<file path="src/rtl/store_buffer_pkg.sv">
// Shared definitions for the posted-write store buffer: entry layout,
// default depth and the memory-port grant encoding.
package store_buffer_pkg;

  localparam int SB_DEPTH_DEFAULT = 4;
  localparam int SB_ENTRY_W       = 68;
  localparam int ADDR_LSB         = 36;
  localparam int DATA_LSB         = 4;
  localparam int MASK_LSB         = 0;

  typedef enum logic [1:0] {
    GRANT_IDLE,
    GRANT_LOAD,
    GRANT_DRAIN
  } grant_e;

  function automatic logic [SB_ENTRY_W-1:0] sb_pack(
    input logic [31:0] addr,
    input logic [31:0] data,
    input logic [3:0]  mask
  );
    return {addr, data, mask};
  endfunction

endpackage

</file>
<file path="src/rtl/store_buffer_fifo.sv">
// Synchronous FIFO holding buffered stores; publishes every slot's word
// address and a valid bit so the parent can compare loads against them.
module sb_fifo
  import store_buffer_pkg::*;
#(
  parameter int DEPTH = SB_DEPTH_DEFAULT,
  parameter int PTR_W = $clog2(DEPTH)
) (
  input  logic                  clk,
  input  logic                  reset,
  input  logic                  i_push,
  input  logic                  i_pop,
  input  logic [SB_ENTRY_W-1:0] i_entry,
  output logic [SB_ENTRY_W-1:0] o_head,
  output logic                  o_full,
  output logic                  o_empty,
  output logic [DEPTH*30-1:0]   o_word_addrs,
  output logic [DEPTH-1:0]      o_valid
);

  logic [SB_ENTRY_W-1:0] r_mem [DEPTH];
  logic [PTR_W-1:0]      r_wr_ptr;
  logic [PTR_W-1:0]      r_rd_ptr;
  logic [PTR_W:0]        r_count;

  // NOTE: sequential state uses non-blocking assignments so every register
  // samples pre-edge values, independent of statement order.
  always_ff @(posedge clk) begin
    if (reset) begin
      r_wr_ptr <= '0;
      r_rd_ptr <= '0;
      r_count  <= '0;
    end else begin
      if (i_push) r_wr_ptr <= r_wr_ptr + 1'b1;
      if (i_pop)  r_rd_ptr <= r_rd_ptr + 1'b1;
      case ({i_push, i_pop})
        2'b10:   r_count <= r_count + 1'b1;
        2'b01:   r_count <= r_count - 1'b1;
        default: r_count <= r_count;
      endcase
    end
  end

  // NOTE: storage is deliberately not reset; validity comes from the
  // pointers and count, so slot contents after reset are irrelevant.
  always_ff @(posedge clk) begin
    if (i_push) r_mem[r_wr_ptr] <= i_entry;
  end

  assign o_head  = r_mem[r_rd_ptr];
  assign o_full  = (r_count == (PTR_W+1)'(DEPTH));
  assign o_empty = (r_count == '0);

  // A slot is live when its distance from the head is below the count.
  for (genvar g = 0; g < DEPTH; g++) begin : g_slot
    logic [PTR_W-1:0] w_off;
    assign w_off                     = PTR_W'(g) - r_rd_ptr;
    assign o_valid[g]                = ({1'b0, w_off} < r_count);
    assign o_word_addrs[g*30 +: 30]  = r_mem[g][ADDR_LSB+2 +: 30];
  end

endmodule

</file>
<file path="src/rtl/store_buffer.sv">
// Posted-write buffer between the MEM stage and data memory: stores queue
// and drain when the port is free, loads bypass unless they hit a pending word.
module store_buffer
  import store_buffer_pkg::*;
#(
  parameter int DEPTH = SB_DEPTH_DEFAULT,
  parameter int PTR_W = $clog2(DEPTH)
) (
  input  logic        clk,
  input  logic        reset,
  input  logic [31:0] cpu_addr,
  input  logic [31:0] cpu_write_data,
  input  logic        cpu_memwrite,
  input  logic        cpu_memread,
  input  logic [3:0]  cpu_sign_mask,
  output logic        cpu_stall,
  output logic [31:0] mem_addr,
  output logic [31:0] mem_write_data,
  output logic        mem_memwrite,
  output logic        mem_memread,
  output logic [3:0]  mem_sign_mask,
  input  logic        mem_clk_stall,
  output logic        empty
);

  logic [SB_ENTRY_W-1:0] w_head;
  logic                  w_full;
  logic                  w_empty;
  logic [DEPTH*30-1:0]   w_word_addrs;
  logic [DEPTH-1:0]      w_valid;
  logic                  w_hit;
  logic                  w_push;
  logic                  w_pop;
  grant_e                w_grant;

  sb_fifo #(.DEPTH(DEPTH), .PTR_W(PTR_W)) u_fifo (
    .clk          (clk),
    .reset        (reset),
    .i_push       (w_push),
    .i_pop        (w_pop),
    .i_entry      (sb_pack(cpu_addr, cpu_write_data, cpu_sign_mask)),
    .o_head       (w_head),
    .o_full       (w_full),
    .o_empty      (w_empty),
    .o_word_addrs (w_word_addrs),
    .o_valid      (w_valid)
  );

  // NOTE: every always_comb output gets a default first so no path
  // leaves it unassigned and a latch is never inferred.
  always_comb begin
    w_hit = 1'b0;
    for (int i = 0; i < DEPTH; i++) begin
      if (w_valid[i] && (w_word_addrs[i*30 +: 30] == cpu_addr[31:2])) w_hit = 1'b1;
    end
  end

  // Loads win the port; a hitting load yields so the conflicting store drains.
  always_comb begin
    w_grant = GRANT_IDLE;
    if (!reset) begin
      if (cpu_memread && !w_hit)           w_grant = GRANT_LOAD;
      else if (!w_empty && !mem_clk_stall) w_grant = GRANT_DRAIN;
    end
  end

  // A full buffer refuses the store even if a pop happens the same cycle.
  assign w_push    = !reset && cpu_memwrite && !w_full;
  assign w_pop     = (w_grant == GRANT_DRAIN);
  assign cpu_stall = !reset && ((cpu_memwrite && w_full) || (cpu_memread && w_hit));

  assign mem_memread    = (w_grant == GRANT_LOAD);
  assign mem_memwrite   = (w_grant == GRANT_DRAIN);
  assign mem_addr       = mem_memread ? cpu_addr      : w_head[ADDR_LSB +: 32];
  assign mem_sign_mask  = mem_memread ? cpu_sign_mask : w_head[MASK_LSB +: 4];
  assign mem_write_data = w_head[DATA_LSB +: 32];
  assign empty          = w_empty;

endmodule

</file>
<file path="config.mk">
export PLATFORM = sky130hd
export DESIGN_NAME = store_buffer
export DESIGN_NICKNAME = d
export VERILOG_FILES = /design/src/rtl/store_buffer_pkg.sv /design/src/rtl/store_buffer_fifo.sv /design/src/rtl/store_buffer.sv
export SDC_FILE = /design/constraint.sdc
export NUM_CORES = 1
export LEC_CHECK = 0
export BUFFER_PORTS_ARGS = -buffer_cell sky130_fd_sc_hd__buf_4
export CAP_MARGIN = 5
export CORE_AREA = 2 2 223 225
export DETAILED_ROUTE_END_ITERATION = 6
export DIE_AREA = 0 0 225 227
export HOLD_SLACK_MARGIN = 0.1
export MAX_ROUTING_LAYER = met4
export PLACE_DENSITY = 0.41
export SLEW_MARGIN = 10
export SYNTH_ARGS = -nofsm -noshare
export SYNTH_HDL_FRONTEND = slang
export SYNTH_SLANG_ARGS = --single-unit
export TNS_END_PERCENT = 50
</file>
<file path="constraint.sdc">
create_clock -name clk -period 5.25 [get_ports clk]
set_input_delay 1.3125 -clock clk [delete_from_list [all_inputs] [get_ports clk]]
set_output_delay 1.3125 -clock clk [all_outputs]
set_load 0.01 [all_outputs]
</file>
Word level (Yosys, flattened, before mapping)
Memories as Yosys holds them, arrays and structs flattened. A register that Yosys moved wholly into a read port is not among the register bits.
Index checks and enable logic that the tools add are counted.

storage, ports and cells
  flip-flop bits (word level) = 7
  latch bits = 0
  RAM bits = 272
  bits in read-only memories = 0
  bits of input ports = 73
  output and inout port bits = 72
  logic and storage cells = 58
  memories kept = 1

cells by class
  $add $sub $neg = 8
  $mul = 0
  div/mod/pow operators = 0
  order comparisons = 4
  equality and inequality tests = 9
  shift-type cells = 0
  multiplexer cells = 14
  bitwise operators = 0
  reductions and logical operators = 19

memories
  name          words  bits a word  read ports  clocked after Yosys merged registers in  write ports  line                     RTL
  u_fifo.r_mem  4      68           5           1                                        1            store_buffer_fifo.sv:21  logic [SB_ENTRY_W-1:0] r_mem [DEPTH];

operators with widths
  operator             number
  $eq 30x30->1         4
  $mux 32              1
  $lt 2x3->1           4
  $logic_and 1x1->1    11
  $mux 2               5
  $mux 1               6
  $pmux 3 s2           1
  $logic_not 1->1      5
  $add 2x1->2 const B  2
  $eq 2x1->1 const B   2
  $eq 2x2->1 const B   2
  $mux 4               1
  $sub 1x2->2 const A  2
  $sub 2x2->2 const A  2
  $add 3x1->3 const B  1
  $eq 3x3->1 const B   1
  $logic_not 3->1      1
  $sub 3x1->3 const B  1
  $reduce_bool 2->1    1
  $logic_or 1x1->1     1

Depth between registers and ports, before layout
Gate-level depths: netlist (run 1).

  word-level depth = 14
  gate-level depth with buffers = 15

Modules after synthesis
A second synthesis (run 1) with hierarchy kept.

second synthesis, totals
  cells, all modules = 784
  area total of the unflattened synthesis = 13508.0 µm²

by module, submodules not included
  module        times used  cells each  area each (µm²)  sequential area each (µm²)
  sb_fifo       1           541         11297.1          8348.0
  store_buffer  1           243         2210.9           0.0

Worst setup path before layout (run 1)
Ideal clock, no wire load.

  path type = input -> output
  start = input cpu_addr[14]
  end = output mem_addr[10]
  arrival time = 3.192 ns
  data required time = 3.938 ns
  path slack = 0.746 ns
  cell stages on the path = 9
  path buffers = 2
  cells stage by stage = buf_4 xor2_1 nor4_1 nand4_1 a2111oi_4 nor4_4 nand3_4 buf_6 mux2_1

between the ends
  cells in the longest elaborated chain, start to end = 12
  elaborated cells on any way between the ends = 18
  classes of those cells = eq/ne: 5; mux: 7; reduce/logical: 6

ends and longest elaborated chain
  item                 line                RTL
  start: declaration   store_buffer.sv:11  input logic [31:0] cpu_addr,
  $eq 30x30->1         store_buffer.sv:54  if (w_valid[i] && (w_word_addrs[i*30 +: 30] == cpu_addr[31:2])) w_hit = 1'b1;
  $logic_and 1x1->1    store_buffer.sv:54
  $mux 1 (3 in a row)  store_buffer.sv:54
  $mux 1 *             store_buffer.sv:54
  $logic_not 1->1 *    store_buffer.sv:62  if (cpu_memread && !w_hit) w_grant = GRANT_LOAD;
  $logic_and 1x1->1 *  store_buffer.sv:62
  $mux 2 *             store_buffer.sv:62
  $mux 2 *             store_buffer.sv:61  if (!reset) begin
  $eq 2x1->1 *         store_buffer.sv:72  assign mem_memread = (w_grant == GRANT_LOAD);
  $mux 32 *            store_buffer.sv:74  assign mem_addr = mem_memread ? cpu_addr : w_head[ADDR_LSB +: 32];
  end: declaration     store_buffer.sv:17  output logic [31:0] mem_addr,

Every way passes the cells marked *; elsewhere a longest branch is shown, timed or not.

Worst setup path after layout (run 1)
  start = input cpu_addr[3]
  end = output mem_addr[6]

The elaborated chain is that of the path after synthesis.

==> out/metrics.cfg, run 1 <==
[sta]
slew_headroom_pct = 30.7
maxSlewViolCount = 0
fin_setup_tns_ns = 0
fin_crit_ns = 5.07
rsz0062_at_grt = no
post-route-period-util_pct = 96.5
final-setup-viol-count = 0
tightestPinTransition_ns = 1.04
fmax_ghz = 0.197
clock_skew_ns = 0.0222
timing_hold_violations_final = 0

[routing]
drc = 0
drtIter0Drc = 222
vias = 6443
wl_mm = 32.6
ant_nets = 0
via_per_inst = 4.38
drt_pass1_iterations = 6
avgRoutedWirePerCell_um = 22.1

[worst_setup_path]
start_kind = input port
path_class = input port to output pin
endpoint_kind = output pin
crit_chain = buf_4, xor2_1, nor4_1, buf_4, nand4_1, a2111oi_2, nor4_4, nand3_4, buf_12, mux2_1, buf_4
cp.arrival_ns = 3.76
cp_slowest_cell = nor4_1
r2r-start = u_fifo.r_mem[0][39]$_DFFE_PP_
worst-path-max-fanout = 9
rr_worst_depth = 14
timing.critical_path.mode_cell = buf_4
worst_r2r_endpoint = u_fifo.r_count[2]$_SDFFE_PP0P_
critPathMaxStageDelay_ns = 0.44
cp.required_ns = 3.94
r2r_slack_ns = 1.57

[floorplanning]
fp-row-count = 81
core_region_area_mm2 = 0.0485
ios = 145
die_area_mm2 = 0.0511
start_util_pct = 25.7
die_h_um = 227
dieWidth_um = 225

[clocking]
clk_pin_slew_ns = 0.06
cts.htree.levels = 2
cts.path.max_buffers = 3
cts_root_buffer = clkbuf_16
cts_inserted_buffers = 35
post_cts_buffers = 0
clkSinkCount = 281
cts_tree = done
worstSkewPairLatency_ns = 0.53

[synth]
synth.distinct_cells = 38
synth_seq_cells = 281
syn-instance-count = 675
syn_area_mm2 = 0.0125
yosysSeqAreaShare_pct = 66.8
synth_edf_count = 272
avgSynthCellArea_um2 = 18.5
yosysWarningCount = 0
synth_top_area_share_pct = 65.4
syn_nets = 758
yosysMostFrequentCell = edfxtp_1
ys_async_sr_fraction_pct = 0
ys_top_cells_by_count = 272 x edfxtp_1, 110 x xor2_1, 68 x mux4_2, 29 x mux2_1, 26 x nor4_1
synth_top_area_cell = edfxtp_1
synth_ff_type = edfxtp_1
ys_top_cells_by_area = edfxtp_1 65%, mux4_2 12%, xor2_1 7.7%

[power_and_ir_drop]
vdd_drop_max_mv = 0.199
power_leakage_nw = 5.17
powerDensity_mw_per_mm2 = 394
finalPower_mw = 6.06

[status]
status = complete, no violations

[flow_run]
maxCapViolations = 0

[placement]
place_congestion = 0.734
portBuffers = 144
hpwl_mm = 21.7

[final_layout]
nets = 911
fillers = 4766
drive_gt1_share_pct = 36.2
syn2layout_area_growth_pct = 23.1
final_core_util_pct = 31.7
seqCellArea_mm2 = 0.00836
multi_input_area_mm2 = 0.00377

[hold_path]
hp-class = flop to flop
min_from = u_fifo.r_wr_ptr[1]$_SDFFE_PP0P_
hold_depth = 2
min_to = u_fifo.r_wr_ptr[1]$_SDFFE_PP0P_

[global_routing]
grt_pass1_vias = 7008
grt_use_total_pct = 13.4
grt_max_degree = 58
grt_pass1_wl_mm = 48.1
grt_overflow = 0
antenna_found_initial = 1

-- cell type report --
class | count | area share (%)
Antenna cell | 1 | 0.0163
Clock buffer | 45 | 6.22
Clock inverter | 13 | 0.903
Inverter | 16 | 0.391
Multi-Input combinational cell | 324 | 24.5
Sequential cell | 281 | 54.3
Tap cell | 622 | 5.06
Timing Repair Buffer | 170 | 8.54
-- through the flow --
step	instances	instance area (µm²)	hold WS [ns]	setup slack (ns)
2_1_floorplan	675	12500	0.469	0.746
3_3_place_gp	1413	14300	0.503	0.0567
3_5_place_dp	1413	14300	0.507	0.0280
4_1_cts	1471	15400	0.517	0.0164
5_1_grt	1472	15400	0.530	0.0423
6_report	1472	15400	0.511	0.182
-- power by group --
part           leakage [nW]  internal (mW)  switching [mW]
Sequential             2.55           2.54           0.137
Combinational          2.10          0.551           0.496
Clock                 0.528           1.42           0.910
-- worst max-delay path, delay by kind of cell --
kind | cells | cell delay, ns
buffers and inverters | 4 | 0.67
XOR/XNOR | 1 | 0.19
AND/OR/NAND/NOR | 4 | 0.80
multiplexers | 1 | 0.42
AO/OA/AOI/OAI | 1 | 0.34
-- sequential cells by signal, indices dropped and copies added (netlist names), named ones only --
signal and cells:
u_fifo.r_count 3, u_fifo.r_wr_ptr 2, u_fifo.r_mem 272, u_fifo.r_rd_ptr 2
-- cell families (layout without fill, tap and decap cells) --
family	Yosys count	count (layout)	share of synthesized area, %
AO/OA/AOI/OAI	18	18	1.48
XOR/XNOR	124	124	8.69
adder cells (fa/ha/maj)	10	10	1.06
buffers and inverters	70	244	3.11
flip-flops	281	281	66.8
multiplexers	104	104	15.5
other	0	1	0
AND/OR/NAND/NOR	68	68	3.32
-- layout by cell type (no fill, tap or decap), drive strengths merged --
cell type,synthesis,layout
or2,1,1
a311oi,1,1
edfxtp,272,272
a21oi,6,6
inv,16,16
nor3,6,6
and2,4,4
clkbuf,14,45
a31oi,1,1
clkinvlp,0,2
diode,0,1
nand2,4,4
or4,2,2
nand3,10,10
bufinv,0,3
a211oi,1,1
nand2b,1,1
fa,1,1
nor2,6,6
xor2,110,110
buf,40,170
o21ai,1,1
ha,9,9
mux4,68,68
nand4,6,6
o2111ai,4,4
clkinv,0,8
a2111oi,4,4
dfxtp,9,9
mux2,36,36
xnor2,14,14
or3,1,1
nor4,27,27
-- routing by layer --
metal  part of all wire (%)  GRT usage, %  routed length [µm]
met1                     44          16.9               14300
met2                     48          21.2               15700
met3                    6.1          4.04                1970
met4                    1.9          3.35                 620
met5                      0             -                   0
-- worst max path at each step --
| stage | start | endpoint | slack [ns] | cells after the start |
|---|---|---|---|---|
| global placement | cpu_addr[17] | mem_addr[27] | 0.06 | 10 |
| global route | cpu_addr[28] | mem_addr[27] | 0.04 | 11 |
| CTS | cpu_addr[17] | mem_addr[27] | 0.02 | 10 |
| finish | cpu_addr[3] | mem_addr[6] | 0.18 | 11 |
| floorplan | cpu_addr[14] | mem_addr[10] | 0.75 | 9 |
| detailed placement | cpu_addr[17] | mem_addr[27] | 0.03 | 10 |
-- timing repair --
action	4_1_cts	5_1_grt
gates resized for setup	0	1
hold buffers	0	0
setup endpoints to repair	0	1
hold endpoints to repair	0	0
Power figures use the tool's default switching activity.
==> inputs of run 2 (changes only) <==
--- a/config.mk
+++ b/config.mk
@@ -5,14 +5,15 @@
 export SDC_FILE = /design/constraint.sdc
 export NUM_CORES = 1
 export LEC_CHECK = 0
+export ABC_AREA = 1
 export BUFFER_PORTS_ARGS = -buffer_cell sky130_fd_sc_hd__buf_4
 export CAP_MARGIN = 5
-export CORE_AREA = 2 2 223 225
+export CORE_AREA = 2 2 227 229
 export DETAILED_ROUTE_END_ITERATION = 6
-export DIE_AREA = 0 0 225 227
+export DIE_AREA = 0 0 229 231
 export HOLD_SLACK_MARGIN = 0.1
 export MAX_ROUTING_LAYER = met4
-export PLACE_DENSITY = 0.41
+export PLACE_DENSITY = 0.5
 export SLEW_MARGIN = 10
 export SYNTH_ARGS = -nofsm -noshare
 export SYNTH_HDL_FRONTEND = slang
==> out/metrics.cfg, run 2 <==
[worst_setup_path]
rr_worst_depth = 17  ; +3
cp_slowest_cell = o21ai_0
timing.critical_path.mode_cell = nor2_1
path_class = input port to output pin
path_delay_family = simple AND/OR/NAND/NOR gates
crit_chain = buf_4, o21ai_0, nor2_1, nand2_1, nor2_1, nand3_1, nor2_1, nor2_1, nand3_2, inv_4, nand2_8, buf_12, o21ai_2, buf_4
worst-path-max-fanout = 28  ; +19
cp_num_buf_inv = 4  ; unchanged
cp.required_ns = 3.94  ; about the same
endpoint_kind = output pin
r2r_slack_ns = 1.76  ; +0.19 ns
critPathMaxStageDelay_ns = 0.36  ; -0.08 ns
start_kind = input port
r2r-start = u_fifo.r_rd_ptr[0]$_SDFFE_PP0P_
cp.arrival_ns = 3.46  ; -0.30 ns
worst_r2r_endpoint = u_fifo.r_count[2]$_SDFFE_PP0P_

[floorplanning]
die_h_um = 231  ; +1.8%
dieWidth_um = 229  ; +1.8%
die_area_mm2 = 0.0529  ; +3.6%
start_util_pct = 25.7  ; about the same
fp-row-count = 83  ; +2.5%
ios = 145  ; unchanged
core_region_area_mm2 = 0.0507  ; +4.4%

[sta]
fin_setup_tns_ns = 0  ; unchanged
post-route-period-util_pct = 90.9  ; -5.6 points
final-setup-viol-count = 0  ; unchanged
fin_crit_ns = 4.77  ; -0.295 ns
clock_skew_ns = 0.0216  ; -0.000647 ns
fmax_ghz = 0.210  ; +6.2%
timing_hold_violations_final = 0  ; unchanged
tightestPinTransition_ns = 1.04  ; +0.00414 ns
maxSlewViolCount = 0  ; unchanged
setup_ws_ns = 0.477  ; +0.295 ns
slew_headroom_pct = 30.4  ; -0.28 points
rsz0062_at_grt = no

[routing]
route.met2.wl_mm = 17.7  ; +13%
drc = 0  ; unchanged
via_per_inst = 4.45  ; +1.7%
wl_met3_mm = 2.12  ; +7.6%
drt_pass1_iterations = 6  ; unchanged
highest_layer = met4
avgRoutedWirePerCell_um = 17.9  ; -19%
wl_mm = 37.6  ; +15%
ant_nets = 0  ; unchanged
drtIter0Drc = 600  ; +170%
vias = 9367  ; +45%
wl_met1_mm = 16.9  ; +18%

[synth]
yosysSeqAreaShare_pct = 64.0  ; -2.8 points
ys_top_cells_by_count = 272 x edfxtp_1, 232 x nand2_1, 203 x nor2_1, 151 x o21ai_0, 81 x inv_1
synth_ff_type = edfxtp_1
synth.distinct_cells = 30  ; -21%
synth_top_area_cell = edfxtp_1
yosysWarningCount = 0  ; unchanged
yosysMostFrequentCell = edfxtp_1
avgSynthCellArea_um2 = 10.4  ; -44%
synth_top_area_share_pct = 62.6  ; -2.8 points
syn-instance-count = 1256  ; +86%
synth_seq_cells = 281  ; unchanged
ys_async_sr_fraction_pct = 0  ; unchanged
ys_top_cells_by_area = edfxtp_1 63%, nand2_1 6.7%, nor2_1 5.8%
syn_nets = 1339  ; +77%
syn_area_mm2 = 0.0130  ; +4.4%
synth_edf_count = 272  ; unchanged

[hold_path]
min_to = u_fifo.r_wr_ptr[0]$_SDFFE_PP0P_
min_from = u_fifo.r_wr_ptr[0]$_SDFFE_PP0P_
hold_depth = 2  ; unchanged
hp-class = flop to flop

[final_layout]
final_core_util_pct = 31.8  ; +0.096 points
final_cell_mix = 272 x edfxtp_1, 232 x nand2_1, 199 x nor2_1
reg.largest.list = u_fifo.r_mem (272), u_fifo.r_count (3)
nets = 1478  ; +62%
largest_reg_flops = 272  ; unchanged
drive_gt1_share_pct = 18.5  ; -18 points
largest_register = u_fifo.r_mem
final_common_cell = edfxtp_1
syn2layout_area_growth_pct = 23.4

[placement]
place_ws_ns = 0.451  ; +0.423 ns
place_congestion = 0.832  ; +13%
hpwl_mm = 23.4  ; +8.2%
portBuffers = 144  ; unchanged

[global_routing]
grt_pass1_vias = 9192  ; +31%
grt_overflow = 0  ; unchanged
antenna_found_initial = 4  ; +3
grt_max_degree = 97  ; +67%
grt_use_total_pct = 14.5  ; +1.1 points
grt_pass1_wl_mm = 56.4  ; +17%

[clocking]
cts_root_buffer = clkbuf_16
clkSinkCount = 281  ; unchanged
worstSkewPairLatency_ns = 0.54  ; about the same
clk_pin_slew_ns = 0.05  ; about the same
cts.htree.levels = 2  ; unchanged
post_cts_buffers = 0  ; unchanged
cts_resized = 0  ; unchanged
cts_hold_buf = 0  ; unchanged
cts_tree = done
cts.path.max_buffers = 3  ; unchanged
cts_inserted_buffers = 34  ; -2.9%

[power_and_ir_drop]
vdd_drop_max_mv = 0.218  ; +9.5%
powerDensity_mw_per_mm2 = 342  ; -13%
power_leakage_nw = 6.14  ; +19%

[status]
status = complete, no violations

[flow_run]
maxCapViolations = 0  ; unchanged

-- run 2: layout make-up --
type | count | area (µm²)
diodes | 4 | 10.0
clock buffers | 40 | 895
clock inverters | 21 | 228
fillers | 5288 | 34600
inverters | 100 | 382
multi-input cells | 818 | 4080
flip-flops and latches | 281 | 8350
well taps | 680 | 851
repair buffers | 160 | 1300
-- run 2: how the worst max path moves through the flow --
stage / from / end / cells after the start / slack (ns)
finish: cpu_addr[20] / mem_addr[22] / 14 / 0.48
global route: cpu_addr[14] / mem_addr[18] / 16 / 0.35
CTS: cpu_addr[20] / mem_addr[18] / 14 / 0.45
detailed placement: cpu_addr[20] / mem_addr[18] / 14 / 0.45
global placement: cpu_addr[20] / mem_addr[18] / 14 / 0.48
floorplan: reset / u_fifo.r_mem[0][0]$_DFFE_PP_ / 3 / 0.22
-- run 2: worst min-delay path: stages (launching register included) --
cell and delay, ns:
dfxtp_1 0.35, nor2_1 0.11, nor3_1 0.05
-- run 2: layer usage --
layer	track usage, %	up-vias
met4	4.77	0
met5	-	-
li1	-	4588
met1	18.3	4514
met3	3.17	54
met2	23.1	211
-- run 2: where the power goes --
part | switching (mW) | leakage, nW | total, mW | internal (mW)
logic | 0.336 | 3.05 | 0.545 | 0.209
clock network | 0.937 | 0.544 | 2.40 | 1.46
registers | 0.0285 | 2.55 | 2.55 | 2.53
-- run 2: stage by stage --
stage | cells | cell area, µm² | power, mW | hold WS, ns
2_1_floorplan | 1256 | 13000 | 2.87 | 0.501
3_3_place_gp | 2039 | 15000 | 3.15 | 0.525
3_5_place_dp | 2039 | 15000 | 3.16 | 0.549
4_1_cts | 2100 | 16100 | 5.58 | 0.555
5_1_grt | 2104 | 16100 | 5.71 | 0.595
6_report | 2104 | 16100 | 5.50 | 0.553
-- run 2: cells by family (layout without fill, tap and decap cells) --
family	after synthesis	count (layout)	share of synthesized area [%]
flip-flops	281	281	64.0
adder cells (fa/ha/maj)	10	10	1.02
AO/OA/AOI/OAI	275	275	11.9
other	0	4	0
XOR/XNOR	56	56	3.76
AND/OR/NAND/NOR	477	477	14.4
buffers and inverters	157	321	4.95
